### config.mk
export PLATFORM = sky130hd
export DESIGN_NAME = uart_mmio_fifo
export DESIGN_NICKNAME = d
export VERILOG_FILES = /design/src/rtl/uart_mmio_pkg.sv /design/src/rtl/sync_fifo.sv /design/src/rtl/uart_mmio_fifo.sv
export SDC_FILE = /design/constraint.sdc
export NUM_CORES = 1
export LEC_CHECK = 0
export CAP_MARGIN = 10
export CORE_ASPECT_RATIO = 0.6
export CORE_UTILIZATION = 54
export CTS_CLUSTER_SIZE = 28
export DETAILED_ROUTE_END_ITERATION = 10
export HOLD_SLACK_MARGIN = 0.08
export PLACE_DENSITY_LB_ADDON = 0.25
export SYNTH_ARGS = -nofsm -noshare
export SYNTH_HDL_FRONTEND = slang
export SYNTH_HIERARCHICAL = 1
export SYNTH_SLANG_ARGS = --single-unit
export TNS_END_PERCENT = 100
### constraint.sdc
create_clock -name clk -period 4.2 [get_ports clk]
set_input_delay 0.42 -clock clk [delete_from_list [all_inputs] [get_ports clk]]
set_output_delay 0.42 -clock clk [all_outputs]
set_load 0.02 [all_outputs]
### src/rtl/uart_mmio_pkg.sv
// Shared register map, bit positions and TX drain state encoding for the MMIO UART front end.
package uart_mmio_pkg;

    localparam logic [3:0] REG_DATA   = 4'h0;
    localparam logic [3:0] REG_STATUS = 4'h4;
    localparam logic [3:0] REG_BAUD   = 4'h8;
    localparam logic [3:0] REG_CTRL   = 4'hC;

    localparam int ST_RX_NONEMPTY  = 0;
    localparam int ST_RX_FULL      = 1;
    localparam int ST_TX_EMPTY     = 2;
    localparam int ST_TX_FULL      = 3;
    localparam int ST_RX_OVERRUN   = 4;
    localparam int ST_TX_OVERFLOW  = 5;
    localparam int ST_UART_BUSY    = 6;
    localparam int ST_IRQ          = 7;
    localparam int ST_RX_COUNT_LSB = 8;
    localparam int ST_TX_COUNT_LSB = 16;

    localparam int CTRL_RX_IRQ_EN  = 0;
    localparam int CTRL_TX_IRQ_EN  = 1;
    localparam int CTRL_LOOPBACK   = 2;
    localparam int CTRL_TX_CLEAR   = 3;
    localparam int CTRL_RX_CLEAR   = 4;

    typedef enum logic [1:0] {
        TX_IDLE,
        TX_LAUNCH,
        TX_WAIT_HI,
        TX_WAIT_LO
    } tx_state_t;

endpackage

### src/rtl/sync_fifo.sv
// Synchronous FIFO with a combinational head output; i_clear empties it in a single cycle.
// A push into a full FIFO is accepted only when a pop happens in the same cycle.
module sync_fifo
    import uart_mmio_pkg::*;
#(
    parameter int WIDTH = 8,
    parameter int DEPTH = 8
) (
    input  logic                  i_clk,
    input  logic                  i_rst_n,
    input  logic                  i_clear,
    input  logic                  i_push,
    input  logic [WIDTH-1:0]      i_data,
    input  logic                  i_pop,
    output logic [WIDTH-1:0]      o_data,
    output logic                  o_full,
    output logic                  o_empty,
    output logic [$clog2(DEPTH):0] o_count
);

    localparam int AW = $clog2(DEPTH);
    localparam int CW = AW + 1;

    logic [WIDTH-1:0] r_mem [DEPTH];
    logic [AW-1:0]    r_wptr;
    logic [AW-1:0]    r_rptr;
    logic [CW-1:0]    r_count;
    logic             w_do_push;
    logic             w_do_pop;

    assign o_full    = (r_count == CW'(DEPTH));
    assign o_empty   = (r_count == '0);
    assign o_count   = r_count;
    assign o_data    = r_mem[r_rptr];
    assign w_do_pop  = i_pop & ~o_empty;
    assign w_do_push = i_push & (~o_full | w_do_pop);

    always_ff @(posedge i_clk) begin
        if (w_do_push) begin
            r_mem[r_wptr] <= i_data;
        end
    end

    always_ff @(posedge i_clk) begin
        if (!i_rst_n || i_clear) begin
            r_wptr  <= '0;
            r_rptr  <= '0;
            r_count <= '0;
        end else begin
            if (w_do_push) r_wptr <= r_wptr + AW'(1);
            if (w_do_pop)  r_rptr <= r_rptr + AW'(1);
            case ({w_do_push, w_do_pop})
                2'b10:   r_count <= r_count + CW'(1);
                2'b01:   r_count <= r_count - CW'(1);
                default: r_count <= r_count;
            endcase
        end
    end

endmodule

### src/rtl/uart_mmio_fifo.sv
// Memory-mapped UART front end: TX/RX FIFOs, baud divisor, sticky error flags,
// level interrupt and loopback control between the core data bus and the Uart.
module uart_mmio_fifo
    import uart_mmio_pkg::*;
#(
    parameter logic [31:0] BASE_ADDR    = 32'h10010000,
    parameter int          TX_DEPTH     = 8,
    parameter int          RX_DEPTH     = 8,
    parameter logic [15:0] BAUD_DEFAULT = 16'h0003
) (
    input  logic        clk,
    input  logic        rst,
    input  logic [31:0] address,
    input  logic [31:0] write_data,
    input  logic        write_enable,
    input  logic        read_enable,
    output logic [31:0] read_data,
    output logic        sel,
    output logic [7:0]  uart_tx_data,
    output logic        uart_tx_start,
    input  logic        uart_busy,
    input  logic [7:0]  uart_rx_data,
    input  logic        uart_rx_valid,
    output logic [15:0] baud_max,
    output logic        loopback,
    output logic        irq
);

    localparam int TXCW = $clog2(TX_DEPTH) + 1;
    localparam int RXCW = $clog2(RX_DEPTH) + 1;

    logic [31:0]     w_off;
    logic            w_hit_data, w_hit_status, w_hit_baud, w_hit_ctrl;
    logic            w_wr_data, w_wr_status, w_wr_baud, w_wr_ctrl, w_rd_data;
    logic            w_tx_clr, w_rx_clr;
    logic            w_tx_pop, w_rx_pop;
    logic            w_tx_full, w_tx_empty, w_rx_full, w_rx_empty;
    logic [7:0]      w_tx_head, w_rx_head;
    logic [TXCW-1:0] w_tx_count;
    logic [RXCW-1:0] w_rx_count;
    logic            w_tx_ovf_set, w_rx_ovr_set, w_irq_next;
    logic [31:0]     w_status;
    logic            w_unused_wdata;

    logic [2:0]      r_ctrl;
    logic [15:0]     r_baud;
    logic            r_rx_ovr;
    logic            r_tx_ovf;
    logic            r_irq;
    tx_state_t       r_state;
    logic            r_tx_start;
    logic [7:0]      r_tx_data;

    // Only exact word offsets decode, so sub-word addresses leave sel low.
    assign w_off        = address - BASE_ADDR;
    assign w_hit_data   = (w_off == 32'(REG_DATA));
    assign w_hit_status = (w_off == 32'(REG_STATUS));
    assign w_hit_baud   = (w_off == 32'(REG_BAUD));
    assign w_hit_ctrl   = (w_off == 32'(REG_CTRL));
    assign sel          = w_hit_data | w_hit_status | w_hit_baud | w_hit_ctrl;

    assign w_wr_data    = write_enable & w_hit_data;
    assign w_wr_status  = write_enable & w_hit_status;
    assign w_wr_baud    = write_enable & w_hit_baud;
    assign w_wr_ctrl    = write_enable & w_hit_ctrl;
    assign w_rd_data    = read_enable & w_hit_data;
    assign w_tx_clr     = w_wr_ctrl & write_data[CTRL_TX_CLEAR];
    assign w_rx_clr     = w_wr_ctrl & write_data[CTRL_RX_CLEAR];
    assign w_unused_wdata = ^write_data[31:16];

    assign w_tx_pop     = (r_state == TX_LAUNCH);
    assign w_rx_pop     = w_rd_data & ~w_rx_empty;
    assign w_tx_ovf_set = w_wr_data & w_tx_full & ~w_tx_pop & ~w_tx_clr;
    assign w_rx_ovr_set = uart_rx_valid & w_rx_full & ~w_rx_pop & ~w_rx_clr;

    sync_fifo #(.WIDTH(8), .DEPTH(TX_DEPTH)) u_tx_fifo (
        .i_clk   (clk),
        .i_rst_n (rst),
        .i_clear (w_tx_clr),
        .i_push  (w_wr_data),
        .i_data  (write_data[7:0]),
        .i_pop   (w_tx_pop),
        .o_data  (w_tx_head),
        .o_full  (w_tx_full),
        .o_empty (w_tx_empty),
        .o_count (w_tx_count)
    );

    sync_fifo #(.WIDTH(8), .DEPTH(RX_DEPTH)) u_rx_fifo (
        .i_clk   (clk),
        .i_rst_n (rst),
        .i_clear (w_rx_clr),
        .i_push  (uart_rx_valid),
        .i_data  (uart_rx_data),
        .i_pop   (w_rx_pop),
        .o_data  (w_rx_head),
        .o_full  (w_rx_full),
        .o_empty (w_rx_empty),
        .o_count (w_rx_count)
    );

    assign w_irq_next = (r_ctrl[CTRL_RX_IRQ_EN] & ~w_rx_empty)
                      | (r_ctrl[CTRL_TX_IRQ_EN] & w_tx_empty & (r_state == TX_IDLE))
                      | r_rx_ovr;

    // A new error event in the same cycle as its W1C write keeps the flag set.
    always_ff @(posedge clk) begin
        if (!rst) begin
            r_ctrl   <= '0;
            r_baud   <= BAUD_DEFAULT;
            r_rx_ovr <= 1'b0;
            r_tx_ovf <= 1'b0;
            r_irq    <= 1'b0;
        end else begin
            if (w_wr_ctrl) r_ctrl <= write_data[2:0];
            if (w_wr_baud) r_baud <= write_data[15:0];
            if (w_rx_ovr_set)                                   r_rx_ovr <= 1'b1;
            else if (w_wr_status && write_data[ST_RX_OVERRUN])  r_rx_ovr <= 1'b0;
            if (w_tx_ovf_set)                                   r_tx_ovf <= 1'b1;
            else if (w_wr_status && write_data[ST_TX_OVERFLOW]) r_tx_ovf <= 1'b0;
            r_irq <= w_irq_next;
        end
    end

    // A launch is suppressed while the FIFO is being cleared so a flushed byte never leaves.
    always_ff @(posedge clk) begin
        if (!rst) begin
            r_state    <= TX_IDLE;
            r_tx_start <= 1'b0;
            r_tx_data  <= '0;
        end else begin
            r_tx_start <= 1'b0;
            case (r_state)
                TX_IDLE: begin
                    if (!w_tx_empty && !uart_busy && !w_tx_clr) begin
                        r_state    <= TX_LAUNCH;
                        r_tx_start <= 1'b1;
                        r_tx_data  <= w_tx_head;
                    end
                end
                TX_LAUNCH:  r_state <= TX_WAIT_HI;
                TX_WAIT_HI: if (uart_busy)  r_state <= TX_WAIT_LO;
                TX_WAIT_LO: if (!uart_busy) r_state <= TX_IDLE;
                default:    r_state <= TX_IDLE;
            endcase
        end
    end

    always_comb begin
        w_status                              = '0;
        w_status[ST_RX_NONEMPTY]              = ~w_rx_empty;
        w_status[ST_RX_FULL]                  = w_rx_full;
        w_status[ST_TX_EMPTY]                 = w_tx_empty;
        w_status[ST_TX_FULL]                  = w_tx_full;
        w_status[ST_RX_OVERRUN]               = r_rx_ovr;
        w_status[ST_TX_OVERFLOW]              = r_tx_ovf;
        w_status[ST_UART_BUSY]                = uart_busy;
        w_status[ST_IRQ]                      = r_irq;
        w_status[ST_RX_COUNT_LSB +: 8]        = 8'(w_rx_count);
        w_status[ST_TX_COUNT_LSB +: 8]        = 8'(w_tx_count);
    end

    always_comb begin
        read_data = '0;
        if (w_hit_data)        read_data = {24'b0, (w_rx_empty ? 8'h00 : w_rx_head)};
        else if (w_hit_status) read_data = w_status;
        else if (w_hit_baud)   read_data = {16'b0, r_baud};
        else if (w_hit_ctrl)   read_data = {29'b0, r_ctrl};
    end

    assign uart_tx_start = r_tx_start;
    assign uart_tx_data  = r_tx_data;
    assign baud_max      = r_baud;
    assign loopback      = r_ctrl[CTRL_LOOPBACK];
    assign irq           = r_irq;

endmodule

Word level (Yosys, flattened, before mapping)
Memories as Yosys holds them, arrays and structs flattened. A register that Yosys moved wholly into a read port is not among the register bits.
Cells that the tools add are included.
{"block": "totals", "word_cells": 119, "n_memories": 2, "out_inout_bits": 60, "ram_bits": 128, "register_bits": 45, "input_bits": 78}
{"name": "u_rx_fifo.r_mem", "depth": 8, "word_bits": 8, "rd": 1, "rd_ports_with_merged_regs": 1, "wr": 1, "line": "sync_fifo.sv:24", "rtl": "logic [WIDTH-1:0] r_mem [DEPTH];"}
{"name": "u_tx_fifo.r_mem", "depth": 8, "word_bits": 8, "rd": 1, "rd_ports_with_merged_regs": 1, "wr": 1, "line": "sync_fifo.sv:24"}
{"block": "op_classes", "n_mux": 22, "eq_ne": 15, "n_reduce_logical": 22, "n_addsub": 9, "bitwise_logic": 36}
{"cell": "32-bit by 4-bit == test with 1-bit output (second input constant)", "n": 2}
{"cell": "20-bit two-way mux", "n": 2}
{"cell": "32-bit by 3-bit == test with 1-bit output (second input constant)", "n": 1}
{"cell": "32-bit zero test", "n": 1}
{"cell": "32-bit by 29-bit subtractor with 32-bit output (second input constant)", "n": 1}
{"cell": "1-bit bitwise AND", "n": 21}
{"cell": "16-bit two-way mux", "n": 1}
{"cell": "4-bit case mux with 2 select lines", "n": 2}
{"cell": "3-bit by 1-bit adder with 3-bit output (second input constant)", "n": 4}
{"cell": "1-bit two-way mux", "n": 9}
{"cell": "3-bit two-way mux", "n": 3}
{"cell": "4-bit by 1-bit adder with 4-bit output (second input constant)", "n": 2}
{"cell": "2-bit == test (second input constant)", "n": 4}
{"cell": "4-bit == test (second input constant)", "n": 2}
{"cell": "4-bit zero test", "n": 2}
{"cell": "8-bit two-way mux", "n": 1}
{"cell": "1-bit NOT", "n": 8}
{"cell": "2-bit case mux with 4 select lines", "n": 1}
{"cell": "2-bit nonzero test", "n": 4}
{"cell": "4-bit by 1-bit subtractor with 4-bit output (second input constant)", "n": 2}
{"cell": "1-bit bitwise OR", "n": 7}
{"cell": "2-bit by 1-bit == test with 1-bit output (second input constant)", "n": 3}
{"cell": "2-bit two-way mux", "n": 3}
{"cell": "1-bit zero test", "n": 5}
{"cell": "other kinds (7)", "n": 13}

Depth between registers and ports, before layout
{"block": "logic_depth", "word_depth": 9, "depth_mapped": 15}

Hierarchy
Netlist, hierarchy kept.
{"module": "sync_fifo", "n_inst": 2, "cells_each": 178, "area_per_inst_um2": 3210.6, "seq_area_each_um2": 2182.1}
{"module": "uart_mmio_fifo", "n_inst": 1, "cells_each": 237, "area_per_inst_um2": 1964.4, "seq_area_each_um2": 660.6}

Worst setup path after synthesis
OpenSTA, ideal clock, no wires.
{"block": "synth_path", "path_type": "input-to-reg", "from": "input address[22]", "to": "memory u_rx_fifo.r_mem[0][0] (enable)", "stages": 9, "n_path_buf": 2, "setup_slack_ps": 758, "arrival_ps": 3047, "cell_sequence": "nor4_1 nand4_2 nor2_2 buf_2 and3_1 clkbuf_1 nand2b_1 o21ai_4 nor4_1"}
{"block": "synth_via", "elab_chain_len": 9}
{"item": "start: declaration", "line": "uart_mmio_fifo.sv:13", "rtl": "input logic [31:0] address,"}
{"item": "32-bit by 29-bit subtractor with 32-bit output", "line": "uart_mmio_fifo.sv:55", "rtl": "assign w_off = address - BASE_ADDR;"}
{"item": "32-bit zero test", "line": "uart_mmio_fifo.sv:56", "rtl": "assign w_hit_data = (w_off == 32'(REG_DATA));"}
{"item": "1-bit bitwise AND", "line": "uart_mmio_fifo.sv:66", "rtl": "assign w_rd_data = read_enable & w_hit_data;"}
{"item": "1-bit bitwise AND", "line": "uart_mmio_fifo.sv:72", "rtl": "assign w_rx_pop = w_rd_data & ~w_rx_empty;"}
{"item": "net w_rx_pop", "line": "uart_mmio_fifo.sv:36", "rtl": "logic w_tx_pop, w_rx_pop;"}
{"item": "1-bit bitwise AND", "line": "sync_fifo.sv:35", "rtl": "assign w_do_pop = i_pop & ~o_empty;"}
{"item": "1-bit bitwise OR", "line": "sync_fifo.sv:36", "rtl": "assign w_do_push = i_push & (~o_full | w_do_pop);"}
{"item": "1-bit bitwise AND", "line": "sync_fifo.sv:36"}
{"item": "1-bit two-way mux", "line": "sync_fifo.sv:39", "rtl": "if (w_do_push) begin"}
{"item": "1-bit two-way mux (not written as such)", "line": "sync_fifo.sv:40", "rtl": "r_mem[r_wptr] <= i_data;"}
{"item": "end: declaration", "line": "sync_fifo.sv:24"}
The timed path passes the listed nets, and every way through them passes these cells.

Worst setup path in the final report
{"block": "layout_path", "from": "register u_rx_fifo.r_count[1], in the netlist u_rx_fifo/o_count[1]", "to": "output read_data[7]"}
{"block": "layout_via", "elab_chain_len": 3}
{"item": "start: declaration", "line": "sync_fifo.sv:27", "rtl": "logic [CW-1:0] r_count;"}
{"item": "start signal: assignment", "line": "sync_fifo.sv:53", "rtl": "2'b10: r_count <= r_count + CW'(1);"}
{"item": "start signal: assignment", "line": "sync_fifo.sv:54", "rtl": "2'b01: r_count <= r_count - CW'(1);"}
{"item": "start signal: assignment", "line": "sync_fifo.sv:55", "rtl": "default: r_count <= r_count;"}
{"item": "4-bit zero test", "line": "sync_fifo.sv:32", "rtl": "assign o_empty = (r_count == '0);"}
{"item": "net w_rx_empty", "line": "uart_mmio_fifo.sv:37", "rtl": "logic w_tx_full, w_tx_empty, w_rx_full, w_rx_empty;"}
{"item": "8-bit two-way mux", "line": "uart_mmio_fifo.sv:165", "rtl": "if (w_hit_data) read_data = {24'b0, (w_rx_empty ? 8'h00 : w_rx_head)};"}
{"item": "20-bit two-way mux", "line": "uart_mmio_fifo.sv:165"}
{"item": "end: declaration", "line": "uart_mmio_fifo.sv:17", "rtl": "output logic [31:0] read_data,"}
The timed path passes the listed nets, and every way through them passes these cells.

==> run_results.csv <==
group,metric,value,unit
logic_synthesis,ys_seq_elements,187,
timing,final.setup.tns,0,ns
timing,achievable-frequency,279,MHz
cells_and_area,area_of_the_multi_input_gates,3070,sq um
logic_synthesis,netlist_top_cells_count,"128 x sky130_fd_sc_hd__edfxtp_1, 59 x sky130_fd_sc_hd__dfxtp_1, 48 x sky130_fd_sc_hd__nand2_1, 32 x sky130_fd_sc_hd__nor2_1, 23 x sky130_fd_sc_hd__nand3_1",
logic_synthesis,yosysWarnings,6,
job,max-cap-violations,0,
place,io_buffer_count,109,
clock_network,clock_sink_count,187,
clock_network,postCtsSetupRepairBufs,0,
timing,setup_violations,0,
setup_path,top_family_by_delay_on_critical_path,"simple AND/OR/NAND/NOR gates",
logic_synthesis,synth.cell_area,8390,sq um
logic_synthesis,ys_top_cells_by_area,"sky130_fd_sc_hd__edfxtp_1 46%, sky130_fd_sc_hd__dfxtp_1 14%, sky130_fd_sc_hd__mux4_1 6.3%, sky130_fd_sc_hd__mux4_2 3.2%, sky130_fd_sc_hd__mux2_2 2.6%",
cells_and_area,layout.filler_cells,972,
setup_path,cp_slowest_stage_delay,0.55,ns
logic_synthesis,synth-async-reset-ratio,0,%
detailed_routing,drt_drc_violations_left,0,
global_routing,maximum_number_of_pins_on_one_net_before_global_route_repair,34,
detailed_routing,drt-wirelength-per-cell,20.9,um
timing,slew-limit-headroom,35.2,%
setup_path,worst_setup_path_end_kind,"primary output",
clock_network,max-clock-path-buffers,2,
die,initial_core_utilization,56.6,%
power_and_ir_drop,p_per_area,367,nW/um^2
cells_and_area,antenna-diode-count,0,
die,die_width,163,um
setup_path,path_buf_inv,2,
global_routing,grt_pass1_vias,5506,
detailed_routing,post_drt_via_cell_ratio,5.99,
clock_network,postCtsHoldBufs,0,
worst_hold_path,holdCritPathClass,"flop to flop",
setup_path,path_class,"flop to primary output",
logic_synthesis,dominantRegCellSynth,"sky130_fd_sc_hd__edfxtp_1",
detailed_routing,drt_pre_antenna_iters,5,
setup_path,cp.arrival,3.17,ns
setup_path,critical_path_required,3.78,ns
logic_synthesis,mean_instance_size_in_the_synthesized_netlist,14.1,sq um
cells_and_area,num-nets-final,806,
logic_synthesis,synth-seq-area-share,59.9,%
cells_and_area,regArea,5020,sq um
cells_and_area,utilization,69.4,%
place,post-dp-hpwl,13600,um
die,die_height,98.5,um
die,core,14800,sq um
setup_path,path_cells,"or3_1 > nor2_1 > nor3_1 > buf_4 > and3_1 > a221o_1 > clkdlybuf4s50_1",
clock_network,cts_repair_resize_count,0,
cells_and_area,stdcell_count,924,
clock_network,cts_tree,"built",
power_and_ir_drop,p_leak,0.00352,uW
setup_path,crit_slowest_cell,"sky130_fd_sc_hd__or3_1",
detailed_routing,antenna_left,0,
detailed_routing,detail_route.iter0.violations,502,
clock_network,clock_latency,0.43,ns
global_routing,overflow,0,
detailed_routing,route.vias.total,5537,
logic_synthesis,synth-edff-count,128,
global_routing,initial_antenna_violation_count,0,
place,placed_cells_incl_taps,892,
logic_synthesis,yosysUniqueCellTypes,58,
timing,post_route_skew,0.0115,ns
timing,grt_setup_unrepaired,"false",
global_routing,first_pass_grt_wire_length,30100,um
power_and_ir_drop,fin_total_pwr,3770,uW
global_routing,grtUsageTotal,25.2,%
cells_and_area,flow.area_growth_from_synthesis,22.5,%
timing,final_min_period_over_clock_period,85.4,%
detailed_routing,postRouteWirelength,19300,um
place,routability_driven_placement_congestion_ratio,0.788,
setup_path,setup.worst_path.start_class,"flop",
run_status,status,"completed",
die,io_pins,138,
timing,final-max-slew-violation-count,0,
timing,final_report_hold_violation_count,0,
timing,slew_of_the_pin_with_the_lowest_slew_margin,0.971,ns
setup_path,critical_path_peak_fanout,9,
clock_network,cts_made_buffers,17,
clock_network,clk_transition_reported_paths,0.07,ns
power_and_ir_drop,vdd_drop_max,0.000259,V
logic_synthesis,synth_top_cell_area_share,45.8,%
cells_and_area,share_of_cells_above_drive_strength_1,15.4,%
clock_network,cts_max_level,4,
clock_network,cts_root_buf,"sky130_fd_sc_hd__clkbuf_16",
timing,period_minus_slack,3.59,ns
logic_synthesis,synth_area_leader_cell,"sky130_fd_sc_hd__edfxtp_1",
die,fp-row-count,34,
logic_synthesis,synth.most_common_cell,"sky130_fd_sc_hd__edfxtp_1",
die,design.die.area,16000,sq um
logic_synthesis,synthCells,593,
==> flip-flops by register name (all words and copies together), names as in the netlist, named ones only <==
register           flops
u_rx_fifo/r_rptr       3
irq                    1
baud_max              16
u_rx_fifo/o_count      4
r_tx_ovf               1
u_tx_fifo/r_wptr       3
u_tx_fifo/r_rptr       3
u_rx_fifo/r_wptr       3
r_ctrl                 3
u_tx_fifo/r_mem       64
r_state                2
u_rx_fifo/r_mem       64
uart_tx_start          1
u_tx_fifo/o_count      4
r_rx_ovr               1
uart_tx_data           8
==> layer usage <==
metal  share of wire (%)  track usage [%]
met1                  45             35.6
met3                 8.9             6.40
met4                 1.6             7.48
met2                  45             38.8
met5                   0                0
==> power by group <==
group	internal, uW	switching [uW]
clock	796	770
sequential	1980	14.6
combinational	89.8	113
total	2870	897
==> worst paths after layout <==
kind	from	end	slack, ns	depth (start not counted)
worst max register to register	u_rx_fifo/o_count[0]	u_rx_fifo/o_count[3]	0.63	13
worst max-delay path	u_rx_fifo/o_count[1]	read_data[7]	0.61	7
worst min-delay path	uart_tx_data[0]	uart_tx_data[0]	0.46	2
worst min register to register	uart_tx_data[0]	uart_tx_data[0]	0.46	2
==> cells in the final DEF, fill, tap and decap left out, types with 5 or more instances in the layout <==
cell type / netlist / layout
sky130_fd_sc_hd__nand2_1: 48 / 48
sky130_fd_sc_hd__xnor2_1: 6 / 6
sky130_fd_sc_hd__clkbuf_16: 0 / 17
sky130_fd_sc_hd__mux2i_1: 18 / 18
sky130_fd_sc_hd__a211oi_1: 5 / 5
sky130_fd_sc_hd__inv_1: 12 / 12
sky130_fd_sc_hd__nor2_1: 32 / 32
sky130_fd_sc_hd__conb_1: 1 / 12
sky130_fd_sc_hd__edfxtp_1: 128 / 128
sky130_fd_sc_hd__nand3_1: 23 / 23
sky130_fd_sc_hd__nor3_1: 15 / 15
sky130_fd_sc_hd__clkdlybuf4s50_1: 0 / 108
sky130_fd_sc_hd__nor4_1: 5 / 5
sky130_fd_sc_hd__a221o_1: 5 / 5
sky130_fd_sc_hd__mux4_2: 12 / 12
sky130_fd_sc_hd__o21ai_0: 18 / 18
sky130_fd_sc_hd__and3_1: 10 / 10
sky130_fd_sc_hd__nand2b_1: 10 / 10
sky130_fd_sc_hd__dfxtp_1: 59 / 59
sky130_fd_sc_hd__mux4_1: 20 / 20
sky130_fd_sc_hd__o211ai_1: 6 / 6
sky130_fd_sc_hd__ha_1: 13 / 13
sky130_fd_sc_hd__buf_4: 12 / 29
sky130_fd_sc_hd__mux2_2: 19 / 19
sky130_fd_sc_hd__a21oi_1: 8 / 8
sky130_fd_sc_hd__and2_1: 10 / 10
sky130_fd_sc_hd__xor2_1: 8 / 8
==> area by class of cell <==
type                            instances  area share [%]
Timing Repair Buffer                  138            12.7
Sequential cell                       187            48.9
Clock inverter                         15            1.53
Multi-Input combinational cell        357            29.9
Inverter                               12           0.438
Tap cell                              198            2.41
Clock buffer                           17            4.14
==> metrics by stage <==
step	worst slack (ns)	instance area, sq um	hold slack, ns
2_1_floorplan	0.758	8430	0.446
3_3_place_gp	0.502	9690	0.440
3_5_place_dp	0.374	9690	0.447
4_1_cts	0.661	10300	0.465
5_1_grt	0.391	10300	0.493
6_report	0.614	10300	0.463
==> logic make-up (layout without fill, tap and decap cells) <==
family | after synthesis | after routing | share of synthesized area [%]
compound gates | 69 | 69 | 6.28
xor+xnor | 14 | 14 | 1.46
fa+ha+maj | 15 | 15 | 2.42
buf+inv | 60 | 182 | 4.15
flops | 187 | 187 | 59.9
mux | 69 | 69 | 14.2
other cells | 1 | 12 | 0.0447
simple gates | 178 | 178 | 11.5
==> worst min-delay path: stages (launching register included) <==
cell,delay (ns)
sky130_fd_sc_hd__dfxtp_1,0.31
sky130_fd_sc_hd__nand2_1,0.05
sky130_fd_sc_hd__mux2i_1,0.05
Note: power is estimated with default switching activity, not from simulation.
